--- src/rtl/mux_types_pkg.sv ---
// Shared types and default constants for the pipeline hazard controller.
package mux_types_pkg;

  typedef enum logic [1:0] {
    RUN    = 2'd0,
    DWAIT  = 2'd1,
    HALTED = 2'd2
  } hzstate_t;

  localparam int REG_W_DEF    = 5;
  localparam int WDOG_MAX_DEF = 255;
  localparam int CNT_W_DEF    = 32;

endpackage

--- src/rtl/hazard_ctrl_if.sv ---
// Bundle between the pipeline datapath (master) and the hazard controller (slave).
// The master drives stage/cache status, the controller answers with stage-register
// enables/flushes, PC enable and sticky status.  There is no valid/ready exchange:
// every signal is level-sensitive and sampled once per rising clock edge.
interface hazard_ctrl_if
  import mux_types_pkg::*;
#(
  parameter int REG_W = REG_W_DEF
) ();

  logic             ihit;
  logic             dhit;
  logic             xm_dREN;
  logic             xm_dWEN;
  logic             xm_halt;
  logic             mw_halt;
  logic             ex_redirect;
  logic             dx_dREN;
  logic [REG_W-1:0] dx_wsel;
  logic [REG_W-1:0] fd_rs;
  logic [REG_W-1:0] fd_rt;
  logic             fd_uses_rt;

  logic             pc_en;
  logic             fd_en;
  logic             dx_en;
  logic             xm_en;
  logic             mw_en;
  logic             fd_flush;
  logic             dx_flush;
  logic             halt;
  logic             mem_timeout;
  hzstate_t         state_dbg;

  modport master (
    output ihit, dhit, xm_dREN, xm_dWEN, xm_halt, mw_halt, ex_redirect,
           dx_dREN, dx_wsel, fd_rs, fd_rt, fd_uses_rt,
    input  pc_en, fd_en, dx_en, xm_en, mw_en, fd_flush, dx_flush,
           halt, mem_timeout, state_dbg
  );

  modport slave (
    input  ihit, dhit, xm_dREN, xm_dWEN, xm_halt, mw_halt, ex_redirect,
           dx_dREN, dx_wsel, fd_rs, fd_rt, fd_uses_rt,
    output pc_en, fd_en, dx_en, xm_en, mw_en, fd_flush, dx_flush,
           halt, mem_timeout, state_dbg
  );

endinterface

--- src/rtl/hazard_ctrl_perf_cnt.sv ---
// Stall / flush performance counters, present only when HAZARD_PERF_EN is defined.
// Both counters wrap naturally; the caller masks increments while halted.
`ifdef HAZARD_PERF_EN
module hazard_perf_cnt #(
  parameter int CNT_W = 32
) (
  input  logic             CLK,
  input  logic             RST,
  input  logic             stall_inc,
  input  logic             flush_inc,
  output logic [CNT_W-1:0] stall_cnt,
  output logic [CNT_W-1:0] flush_cnt
);

  logic [CNT_W-1:0] stall_cnt_q, stall_cnt_d;
  logic [CNT_W-1:0] flush_cnt_q, flush_cnt_d;

  // Next-count: add one per qualifying cycle, wrap modulo 2^CNT_W.
  always_comb begin
    stall_cnt_d = stall_cnt_q;
    flush_cnt_d = flush_cnt_q;
    if (stall_inc) stall_cnt_d = stall_cnt_q + 1'b1;
    if (flush_inc) flush_cnt_d = flush_cnt_q + 1'b1;
  end

  // Counter registers.
  always_ff @(posedge CLK or posedge RST) begin
    if (RST) begin
      stall_cnt_q <= '0;
      flush_cnt_q <= '0;
    end else begin
      stall_cnt_q <= stall_cnt_d;
      flush_cnt_q <= flush_cnt_d;
    end
  end

  assign stall_cnt = stall_cnt_q;
  assign flush_cnt = flush_cnt_q;

endmodule
`endif

--- src/rtl/hazard_ctrl.sv ---
// Pipeline hazard controller: stage-register enables/flushes and PC enable,
// d-mem wait watchdog and sticky halt.
// Optional feature macro: HAZARD_PERF_EN adds stall_cnt/flush_cnt outputs.
module hazard_ctrl
  import mux_types_pkg::*;
#(
  parameter int REG_W    = REG_W_DEF,
  parameter int WDOG_MAX = WDOG_MAX_DEF
`ifdef HAZARD_PERF_EN
  ,
  parameter int CNT_W    = CNT_W_DEF
`endif
) (
  input  logic             CLK,
  input  logic             RST,
  hazard_ctrl_if.slave     hz
`ifdef HAZARD_PERF_EN
  ,
  output logic [CNT_W-1:0] stall_cnt,
  output logic [CNT_W-1:0] flush_cnt
`endif
);

  localparam int              CW       = $clog2(WDOG_MAX + 1);
  localparam logic [CW-1:0]   WDOG_LIM = CW'(WDOG_MAX);

  hzstate_t        state_q, state_d;
  logic [CW-1:0]   wcnt_q, wcnt_d;
  logic            timeout_q, timeout_d;

  logic dstall, loaduse, istall;
  logic pc_en_c, fd_en_c, dx_en_c, xm_en_c, mw_en_c, fd_flush_c, dx_flush_c;
  logic redirect_c;

  assign dstall  = (hz.xm_dREN | hz.xm_dWEN) & ~hz.dhit;
  assign loaduse = hz.dx_dREN & (hz.dx_wsel != '0) &
                   ((hz.dx_wsel == hz.fd_rs) | (hz.fd_uses_rt & (hz.dx_wsel == hz.fd_rt)));
  assign istall  = ~hz.ihit;

  // Priority resolution: HALTED > dstall > xm_halt > ex_redirect > loaduse > istall > run.
  always_comb begin
    pc_en_c    = 1'b0;
    fd_en_c    = 1'b0;
    dx_en_c    = 1'b0;
    xm_en_c    = 1'b0;
    mw_en_c    = 1'b0;
    fd_flush_c = 1'b0;
    dx_flush_c = 1'b0;
    redirect_c = 1'b0;
    if (state_q == HALTED) begin
      // everything frozen
    end else if (dstall) begin
      // full freeze while the data access is outstanding
    end else if (hz.xm_halt) begin
      fd_flush_c = 1'b1;
      dx_flush_c = 1'b1;
      xm_en_c    = 1'b1;
      mw_en_c    = 1'b1;
    end else if (hz.ex_redirect) begin
      redirect_c = 1'b1;
      pc_en_c    = 1'b1;
      fd_flush_c = 1'b1;
      dx_flush_c = 1'b1;
      xm_en_c    = 1'b1;
      mw_en_c    = 1'b1;
    end else if (loaduse) begin
      dx_flush_c = 1'b1;
      xm_en_c    = 1'b1;
      mw_en_c    = 1'b1;
    end else if (istall) begin
      fd_flush_c = 1'b1;
      dx_en_c    = 1'b1;
      xm_en_c    = 1'b1;
      mw_en_c    = 1'b1;
    end else begin
      pc_en_c    = 1'b1;
      fd_en_c    = 1'b1;
      dx_en_c    = 1'b1;
      xm_en_c    = 1'b1;
      mw_en_c    = 1'b1;
    end
  end

  // Next state, wait counter and watchdog; a halt in MEM/WB overrides everything.
  always_comb begin
    state_d   = state_q;
    wcnt_d    = wcnt_q;
    timeout_d = timeout_q;
    case (state_q)
      RUN: begin
        wcnt_d = '0;
        if (dstall) state_d = DWAIT;
      end
      DWAIT: begin
        if (wcnt_q != WDOG_LIM) wcnt_d = wcnt_q + 1'b1;
        if (wcnt_d == WDOG_LIM) timeout_d = 1'b1;
        if (hz.dhit) state_d = RUN;
      end
      HALTED: begin
        // sticky until reset
      end
      default: state_d = RUN;
    endcase
    if (hz.mw_halt) state_d = HALTED;
  end

  // State, counter and watchdog registers.
  always_ff @(posedge CLK or posedge RST) begin
    if (RST) begin
      state_q   <= RUN;
      wcnt_q    <= '0;
      timeout_q <= 1'b0;
    end else begin
      state_q   <= state_d;
      wcnt_q    <= wcnt_d;
      timeout_q <= timeout_d;
    end
  end

  assign hz.pc_en       = pc_en_c;
  assign hz.fd_en       = fd_en_c;
  assign hz.dx_en       = dx_en_c;
  assign hz.xm_en       = xm_en_c;
  assign hz.mw_en       = mw_en_c;
  assign hz.fd_flush    = fd_flush_c;
  assign hz.dx_flush    = dx_flush_c;
  assign hz.halt        = (state_q == HALTED);
  assign hz.mem_timeout = timeout_q;
  assign hz.state_dbg   = state_q;

`ifdef HAZARD_PERF_EN
  hazard_perf_cnt #(.CNT_W(CNT_W)) u_perf (
    .CLK       (CLK),
    .RST       (RST),
    .stall_inc (~pc_en_c & (state_q != HALTED)),
    .flush_inc (redirect_c),
    .stall_cnt (stall_cnt),
    .flush_cnt (flush_cnt)
  );
`endif

endmodule
--- src/flat_wrapper.sv ---
// flat-port wrapper written by rule: the top's interface ports become plain ports
module hazard_ctrl_flat import mux_types_pkg::*;
#(
  parameter int REG_W    = REG_W_DEF,
  parameter int WDOG_MAX = WDOG_MAX_DEF

)
  (CLK, RST, hz_ihit, hz_dhit, hz_xm_dREN, hz_xm_dWEN, hz_xm_halt, hz_mw_halt, hz_ex_redirect, hz_dx_dREN, hz_dx_wsel, hz_fd_rs, hz_fd_rt, hz_fd_uses_rt, hz_pc_en, hz_fd_en, hz_dx_en, hz_xm_en, hz_mw_en, hz_fd_flush, hz_dx_flush, hz_halt, hz_mem_timeout, hz_state_dbg);
  hazard_ctrl_if #(.REG_W(REG_W)) hz_i ();
  input  logic CLK;
  input  logic RST;
  input wire logic [$bits(hz_i.ihit)-1:0] hz_ihit;
  input wire logic [$bits(hz_i.dhit)-1:0] hz_dhit;
  input wire logic [$bits(hz_i.xm_dREN)-1:0] hz_xm_dREN;
  input wire logic [$bits(hz_i.xm_dWEN)-1:0] hz_xm_dWEN;
  input wire logic [$bits(hz_i.xm_halt)-1:0] hz_xm_halt;
  input wire logic [$bits(hz_i.mw_halt)-1:0] hz_mw_halt;
  input wire logic [$bits(hz_i.ex_redirect)-1:0] hz_ex_redirect;
  input wire logic [$bits(hz_i.dx_dREN)-1:0] hz_dx_dREN;
  input wire logic [$bits(hz_i.dx_wsel)-1:0] hz_dx_wsel;
  input wire logic [$bits(hz_i.fd_rs)-1:0] hz_fd_rs;
  input wire logic [$bits(hz_i.fd_rt)-1:0] hz_fd_rt;
  input wire logic [$bits(hz_i.fd_uses_rt)-1:0] hz_fd_uses_rt;
  output wire logic [$bits(hz_i.pc_en)-1:0] hz_pc_en;
  output wire logic [$bits(hz_i.fd_en)-1:0] hz_fd_en;
  output wire logic [$bits(hz_i.dx_en)-1:0] hz_dx_en;
  output wire logic [$bits(hz_i.xm_en)-1:0] hz_xm_en;
  output wire logic [$bits(hz_i.mw_en)-1:0] hz_mw_en;
  output wire logic [$bits(hz_i.fd_flush)-1:0] hz_fd_flush;
  output wire logic [$bits(hz_i.dx_flush)-1:0] hz_dx_flush;
  output wire logic [$bits(hz_i.halt)-1:0] hz_halt;
  output wire logic [$bits(hz_i.mem_timeout)-1:0] hz_mem_timeout;
  output wire logic [$bits(hz_i.state_dbg)-1:0] hz_state_dbg;
  assign hz_i.ihit = hz_ihit;
  assign hz_i.dhit = hz_dhit;
  assign hz_i.xm_dREN = hz_xm_dREN;
  assign hz_i.xm_dWEN = hz_xm_dWEN;
  assign hz_i.xm_halt = hz_xm_halt;
  assign hz_i.mw_halt = hz_mw_halt;
  assign hz_i.ex_redirect = hz_ex_redirect;
  assign hz_i.dx_dREN = hz_dx_dREN;
  assign hz_i.dx_wsel = hz_dx_wsel;
  assign hz_i.fd_rs = hz_fd_rs;
  assign hz_i.fd_rt = hz_fd_rt;
  assign hz_i.fd_uses_rt = hz_fd_uses_rt;
  assign hz_pc_en = hz_i.pc_en;
  assign hz_fd_en = hz_i.fd_en;
  assign hz_dx_en = hz_i.dx_en;
  assign hz_xm_en = hz_i.xm_en;
  assign hz_mw_en = hz_i.mw_en;
  assign hz_fd_flush = hz_i.fd_flush;
  assign hz_dx_flush = hz_i.dx_flush;
  assign hz_halt = hz_i.halt;
  assign hz_mem_timeout = hz_i.mem_timeout;
  assign hz_state_dbg = hz_i.state_dbg;
  hazard_ctrl #(.REG_W(REG_W), .WDOG_MAX(WDOG_MAX)) u_core (.CLK(CLK), .RST(RST), .hz(hz_i));
endmodule
--- config.mk ---
export PLATFORM = sky130hd
export DESIGN_NAME = hazard_ctrl_flat
export DESIGN_NICKNAME = d
export VERILOG_FILES = /design/src/rtl/mux_types_pkg.sv /design/src/rtl/hazard_ctrl_if.sv /design/src/rtl/hazard_ctrl_perf_cnt.sv /design/src/rtl/hazard_ctrl.sv /design/src/flat_wrapper.sv
export SDC_FILE = /design/constraint.sdc
export NUM_CORES = 1
export LEC_CHECK = 0
export ABC_AREA = 1
export BUFFER_PORTS_ARGS = -buffer_cell sky130_fd_sc_hd__buf_4
export CORE_MARGIN = 1.5
export CORE_UTILIZATION = 45
export DETAILED_ROUTE_END_ITERATION = 7
export GPL_TIMING_DRIVEN = 0
export PLACE_DENSITY_LB_ADDON = 0.1
export SLEW_MARGIN = 15
export SYNTH_ARGS = -nofsm -noshare
export SYNTH_HDL_FRONTEND = slang
export SYNTH_SLANG_ARGS = --single-unit
--- constraint.sdc ---
create_clock -name CLK -period 1.6 [get_ports CLK]
set_input_delay 0.32 -clock CLK [delete_from_list [all_inputs] [get_ports CLK]]
set_output_delay 0.32 -clock CLK [all_outputs]
set_load 0.01 [all_outputs]
==> results of run 1 <==
[stage by stage]
step | TNS [ns] | cell area (µm²)
after CTS | -0.06565 | 1294
after global placement | -0.2328 | 1219
after global routing | -0.3966 | 1335
after floorplan | 0 | 914.6
after detailed placement | -0.2404 | 1219
final | -0.04828 | 1335
[cell usage after synthesis, drive strengths merged]
| cell | number | share of area [%] |
|---|---|---|
| nand2 | 60 | 25 |
| a2111oi | 1 | 0.96 |
| xnor2 | 2 | 1.9 |
| dfrtp | 11 | 30 |
| clkinv | 1 | 0.41 |
| nand3 | 11 | 6.6 |
| xor2 | 2 | 1.9 |
| ha | 1 | 1.4 |
| a22o | 1 | 0.96 |
| buf | 1 | 0.82 |
| a21oi | 3 | 1.6 |
| o22ai | 1 | 0.68 |
| inv | 30 | 12 |
| nor2 | 15 | 7.5 |
| o21ai | 10 | 5.9 |
| or2 | 2 | 1.4 |
| nand4 | 1 | 0.68 |
[registers in the layout, indices dropped and copies added, names as in the netlist]
signal and cells:
u_core.hz.mem_timeout 1, u_core.hz.state_dbg 2, u_core.wcnt_q 8
[metal layers]
layer	routed length [µm]	vias up	part of all wire, %
met4	23	0	1.0
met1	904	488	40
met2	1246	26	55
met5	0	-	0
li1	-	559	-
met3	85	3	3.8
[power groups by stage]
stage          registers, W   logic, W  clock network (W)
6_report           0.000281   0.000119           0.000191
4_1_cts            0.000281   0.000117           0.000195
3_5_place_dp       0.000287   0.000113                  0
5_1_grt            0.000282   0.000137           0.000217
3_3_place_gp       0.000286   0.000109                  0
2_1_floorplan      0.000286  0.0000504                  0
[worst paths after layout]
check	from	slack, ns	endpoint	cells past startpoint
setup / recovery	u_core.hz.state_dbg[1]	-0.05	hz_pc_en	5
hold / removal	RST	0.05	u_core.wcnt_q[4]	2
hold reg to reg	u_core.hz.mem_timeout	0.47	u_core.hz.mem_timeout	2
setup reg to reg	u_core.wcnt_q[0]	0.10	u_core.hz.mem_timeout	11
min in group CLK	hz_mw_halt	0.22	u_core.hz.state_dbg[0]	2
max in group asynchronous	RST	1.23	u_core.hz.state_dbg[1]	2
[logic make-up after synthesis]
logic type	after synthesis
AND/OR/NAND/NOR	89
AO/OA/AOI/OAI	16
XOR/XNOR	4
adder cells (fa/ha/maj)	1
flip-flops	11
buffers and inverters	32
[cell type report]
cell class | instances | area (µm²)
plain buffers | 1 | 11.26
inverters | 31 | 118.9
fillers | 195 | 606.8
well taps | 27 | 33.78
multi-input cells | 110 | 553.0
clock buffers | 4 | 26.28
flip-flops and latches | 11 | 276.5
repair buffers | 41 | 315.3
[critical path: cells and delay by family (launching register included)]
kind / cells / cell delay [ns]
flip-flops: 1 / 0.42
AND/OR/NAND/NOR: 1 / 0.24
AO/OA/AOI/OAI: 2 / 0.20
buffers and inverters: 2 / 0.20
[what timing repair did]
action	CTS	global route
buffers inserted	3	2
pin swaps	1	3
hold buffers	0	0
setup endpoints to repair	7	6
gates resized for setup	8	11
==> out/results.ini, run 1 <==
[timing]
fin_crit_ns = 1.648
setup_violations = 1
setup_ws_ns = -0.04828
relSlewSlack_pct = 70.60
skew_ns = 0.005078
report.final.slew_viol_count = 0
period_share_pct = 103.0
worst_pin_slew_ns = 0.4406
hold_violations = 0
fmax_ghz = 0.6067
hold_ws_ns = 0.04582
rsz0062_at_grt = true

[yosys]
synth-xor-area-share_pct = 3.830
synth_top_family_by_area = simple AND/OR/NAND/NOR gates
synthDistinctLibCells = 22
synthAdderAreaFrac_pct = 1.368
yosysSeqAreaShare_pct = 30.10
synth-simple-area-share_pct = 41.04
synth-compound-area-share_pct = 10.12
synthMuxAreaShare_pct = 0
yosys_warnings = 0
mappedNetlistNets = 180
ys_ff_latch = 11
synth_area_um2 = 914.6
avgSynthCellArea_um2 = 5.978
netlist_instances = 153

[floorplan]
core-area_um2 = 1942
chipWidth_um = 48.09
pin_count = 37
die-area_um2 = 2312
die_h_um = 48.09
start_util_pct = 47.10
rows = 16

[clock_tree]
cts_root_buf = clkbuf_4
clock_path_buffers = 2
cts-buffers-inserted = 3
cts.reportedPaths.clkPinSlew_ns = 0.07
cts.sinks = 11
cts_tree = done
insertion_delay_ns = 0.27
htreeDepth = 1

[global_routing]
grtUsageTotal_pct = 20.89
overflow = 0
grtUsageMet2_pct = 39.47
grt_pass1_vias = 910
grtUsageMet1_pct = 21.49
grt_antenna_before_repair = 0
busiest_layer = met2
grt_use_met3_pct = 4.151
grt_max_degree = 12
grt_pass1_wl_um = 3346

[run_status]
violations = setup timing
status = finished, violations left

[layout]
n_antenna_cell = 0
fin_util_pct = 68.75
syn_to_final_growth_pct = 45.96
stdcell_count = 225
nets = 226
final_common_cell = nand2_1
final_cell_mix = 58 x nand2_1, 39 x buf_4, 26 x inv_1
drive_gt1_share_pct = 32.32

[route]
vias_per_cell = 4.782
ant_nets = 0
drtIter0Drc = 10
dr.pass1.iters = 4
routedWlPerCell_um = 10.04
drc = 0
vias = 1076
wirelength_um = 2258

[place]
gp_congestion = 0.8114
port-buffer-count = 36
hpwl_um = 1723
place_inst = 216
pre_cts_ws_ns = -0.08956

[critical_path]
required_ns = 1.28
arrival_ns = 1.33
cp-end-kind = output pin
slowest_stage = dfrtp_2
max_stage_delay_ns = 0.42
crit_type = register to output pin
startpoint_type = register
crit_chain = inv_4, o22ai_4, or2_4, a21oi_2, buf_4
cp_max_fo = 4

[power_and_ir_drop]
p_leak_nw = 0.7812
finalPower_w = 0.0005913
power_frac_seq_pct = 47.6
switching_share_pct = 25.72
p_per_area_nw_per_um2 = 442.9
ir_worst_vdd_uv = 255.8
combPwrFrac_pct = 20.2
power.internal_w = 0.0004392
power.switching_w = 0.0001521
clkPwrFrac_pct = 32.2

[min_path]
hold_path_class = input pin to asynchronous set/reset pin

[run]
drv_cap = 0

Power figures use the tool's default switching activity.
==> run 2: changes to the inputs <==
Settings changed: TNS_END_PERCENT set to 20.
Clock period 1.6 ns to 1.96 ns, I/O delays scaled along.
==> run 2 against run 1 <==
Compared with the run above:
- the flow now finishes without violations
- critical path depth unchanged
- via count is 2.3% lower
- clock power is 19% lower
- critical endpoint unchanged
- sequential power decreased by 18%
- sequential cell count unchanged
- count of clock-buffer cells in the layout unchanged
- clock skew shrank 0.0019 ns
- first-iteration DRC count unchanged
- core utilization decreased by 3.7 points
- wire length is 7.4% lower
- critical path type unchanged
==> out/results.ini, run 2 (same netlist as run 1, synthesis figures left out) <==
[run_status]
status = completed

[power_and_ir_drop]
p_leak_nw = 0.7538
finalPower_w = 0.0004752
p_per_area_nw_per_um2 = 376.4
ir_worst_vdd_uv = 207.8

[timing]
skew_ns = 0.003160
setup_ws_ns = 0.09791
setup_violations = 0
fin_crit_ns = 1.862
report.final.slew_viol_count = 0
hold_violations = 0
fmax_ghz = 0.5370
rsz0062_at_grt = false
relSlewSlack_pct = 72.03
finalSetupTns_ns = 0
period_share_pct = 95.00
worst_pin_slew_ns = 0.4192

[layout]
final_common_cell = nand2_1
nets = 222
stdcell_count = 221
largest-register = u_core.wcnt_q
n_antenna_cell = 0
syn_to_final_growth_pct = 38.03
drive_gt1_share_pct = 26.80
final_cell_mix = 59 x nand2_1, 38 x buf_4, 29 x inv_1
largest_reg_flops = 8
design_area_um2 = 1262

[global_routing]
grt_pass1_vias = 902
grt_pass1_wl_um = 3229
grt_max_degree = 12
grt_antenna_before_repair = 0
overflow = 0
grtUsageTotal_pct = 20.05

[floorplan]
chipWidth_um = 48.09
die_h_um = 48.09
start_util_pct = 47.10
core-area_um2 = 1942
rows = 16
die-area_um2 = 2312
pin_count = 37

[route]
wirelength_um = 2091
routedWlPerCell_um = 9.462
ant_nets = 0
drtIter0Drc = 10
vias_per_cell = 4.756
vias = 1051
dr.pass1.iters = 4
drc = 0

[critical_path]
startpoint_type = register
regToRegSetupSlack_ns = 0.42
required_ns = 1.57
reg2reg_to = u_core.hz.mem_timeout
cp-end-kind = output pin
r2r-start = u_core.wcnt_q[0]
cp_max_fo = 7
arrival_ns = 1.47
crit_type = register to output pin
reg2regPathDepth = 11

[min_path]
hold_path_class = input pin to asynchronous set/reset pin

[place]
pre_cts_ws_ns = 0.1984
port-buffer-count = 36
place_area_um2 = 1219
hpwl_um = 1723
gp_congestion = 0.8114
place_inst = 216

[clock_tree]
clock_path_buffers = 2
cts-buffers-inserted = 3
htreeDepth = 1
cts_tree = done
cts.reportedPaths.clkPinSlew_ns = 0.07
cts.sinks = 11
cts_root_buf = clkbuf_4
insertion_delay_ns = 0.27
cts_hold_buf = 0

[run]
drv_cap = 0

-- run 2: routing by layer --
metal / GRT usage (%) / routed length, µm / vias up
li1: - / - / 554
met1: 20.36 / 881 / 464
met2: 37.87 / 1094 / 30
met3: 4.151 / 88 / 3
met4: 10.27 / 27 / 0
met5: 0 / 0 / -
-- run 2: power by group --
part	internal [W]	total (W)	switching [W]
clock	0.0000788	0.000154	0.0000751
sequential	0.000228	0.000230	0.00000162
combinational	0.0000493	0.0000915	0.0000422
total	0.000356	0.000475	0.000119
-- run 2: worst max path at each step --
stage / start / end / cells past startpoint
2_1_floorplan: u_core.hz.state_dbg[1] / hz_pc_en / 4
3_3_place_gp: u_core.hz.state_dbg[1] / hz_pc_en / 5
3_5_place_dp: u_core.hz.state_dbg[1] / hz_pc_en / 5
4_1_cts: u_core.hz.state_dbg[1] / hz_pc_en / 5
5_1_grt: u_core.hz.state_dbg[1] / hz_pc_en / 5
6_report: u_core.hz.state_dbg[1] / hz_pc_en / 5
-- run 2: worst max-delay path, cell delays in order (launching register included) --
cell and delay, ns:
dfrtp_2 0.44, inv_4 0.10, o22ai_2 0.10, or2_2 0.28, a21oi_1 0.14, buf_4 0.14
-- run 2: cell type report --
cell class,instances,area [µm²]
Timing Repair Buffer,37,277.8
Multi-Input combinational cell,110,521.8
Sequential cell,11,276.5
Tap cell,27,33.78
Buffer,1,7.507
Fill cell,203,679.4
Inverter,31,118.9
Clock buffer,4,26.28
-- run 2: what timing repair did --
action | 4_1_cts | 5_1_grt
buffers inserted | 0 | 1
gates resized for setup | 3 | 1
cloned | 0 | 0
setup endpoints to repair | 4 | 3
-- run 2: stage by stage --
| stage | hold WS (ns) | utilization, % |
|---|---|---|
| floorplan | 0.2444 | - |
| CTS | 0.1337 | 64.30 |
| global placement | 0.4122 | 62.76 |
| detailed placement | 0.4242 | 62.76 |
| finish | 0.1109 | 65.01 |
| global route | 0.1478 | 65.01 |
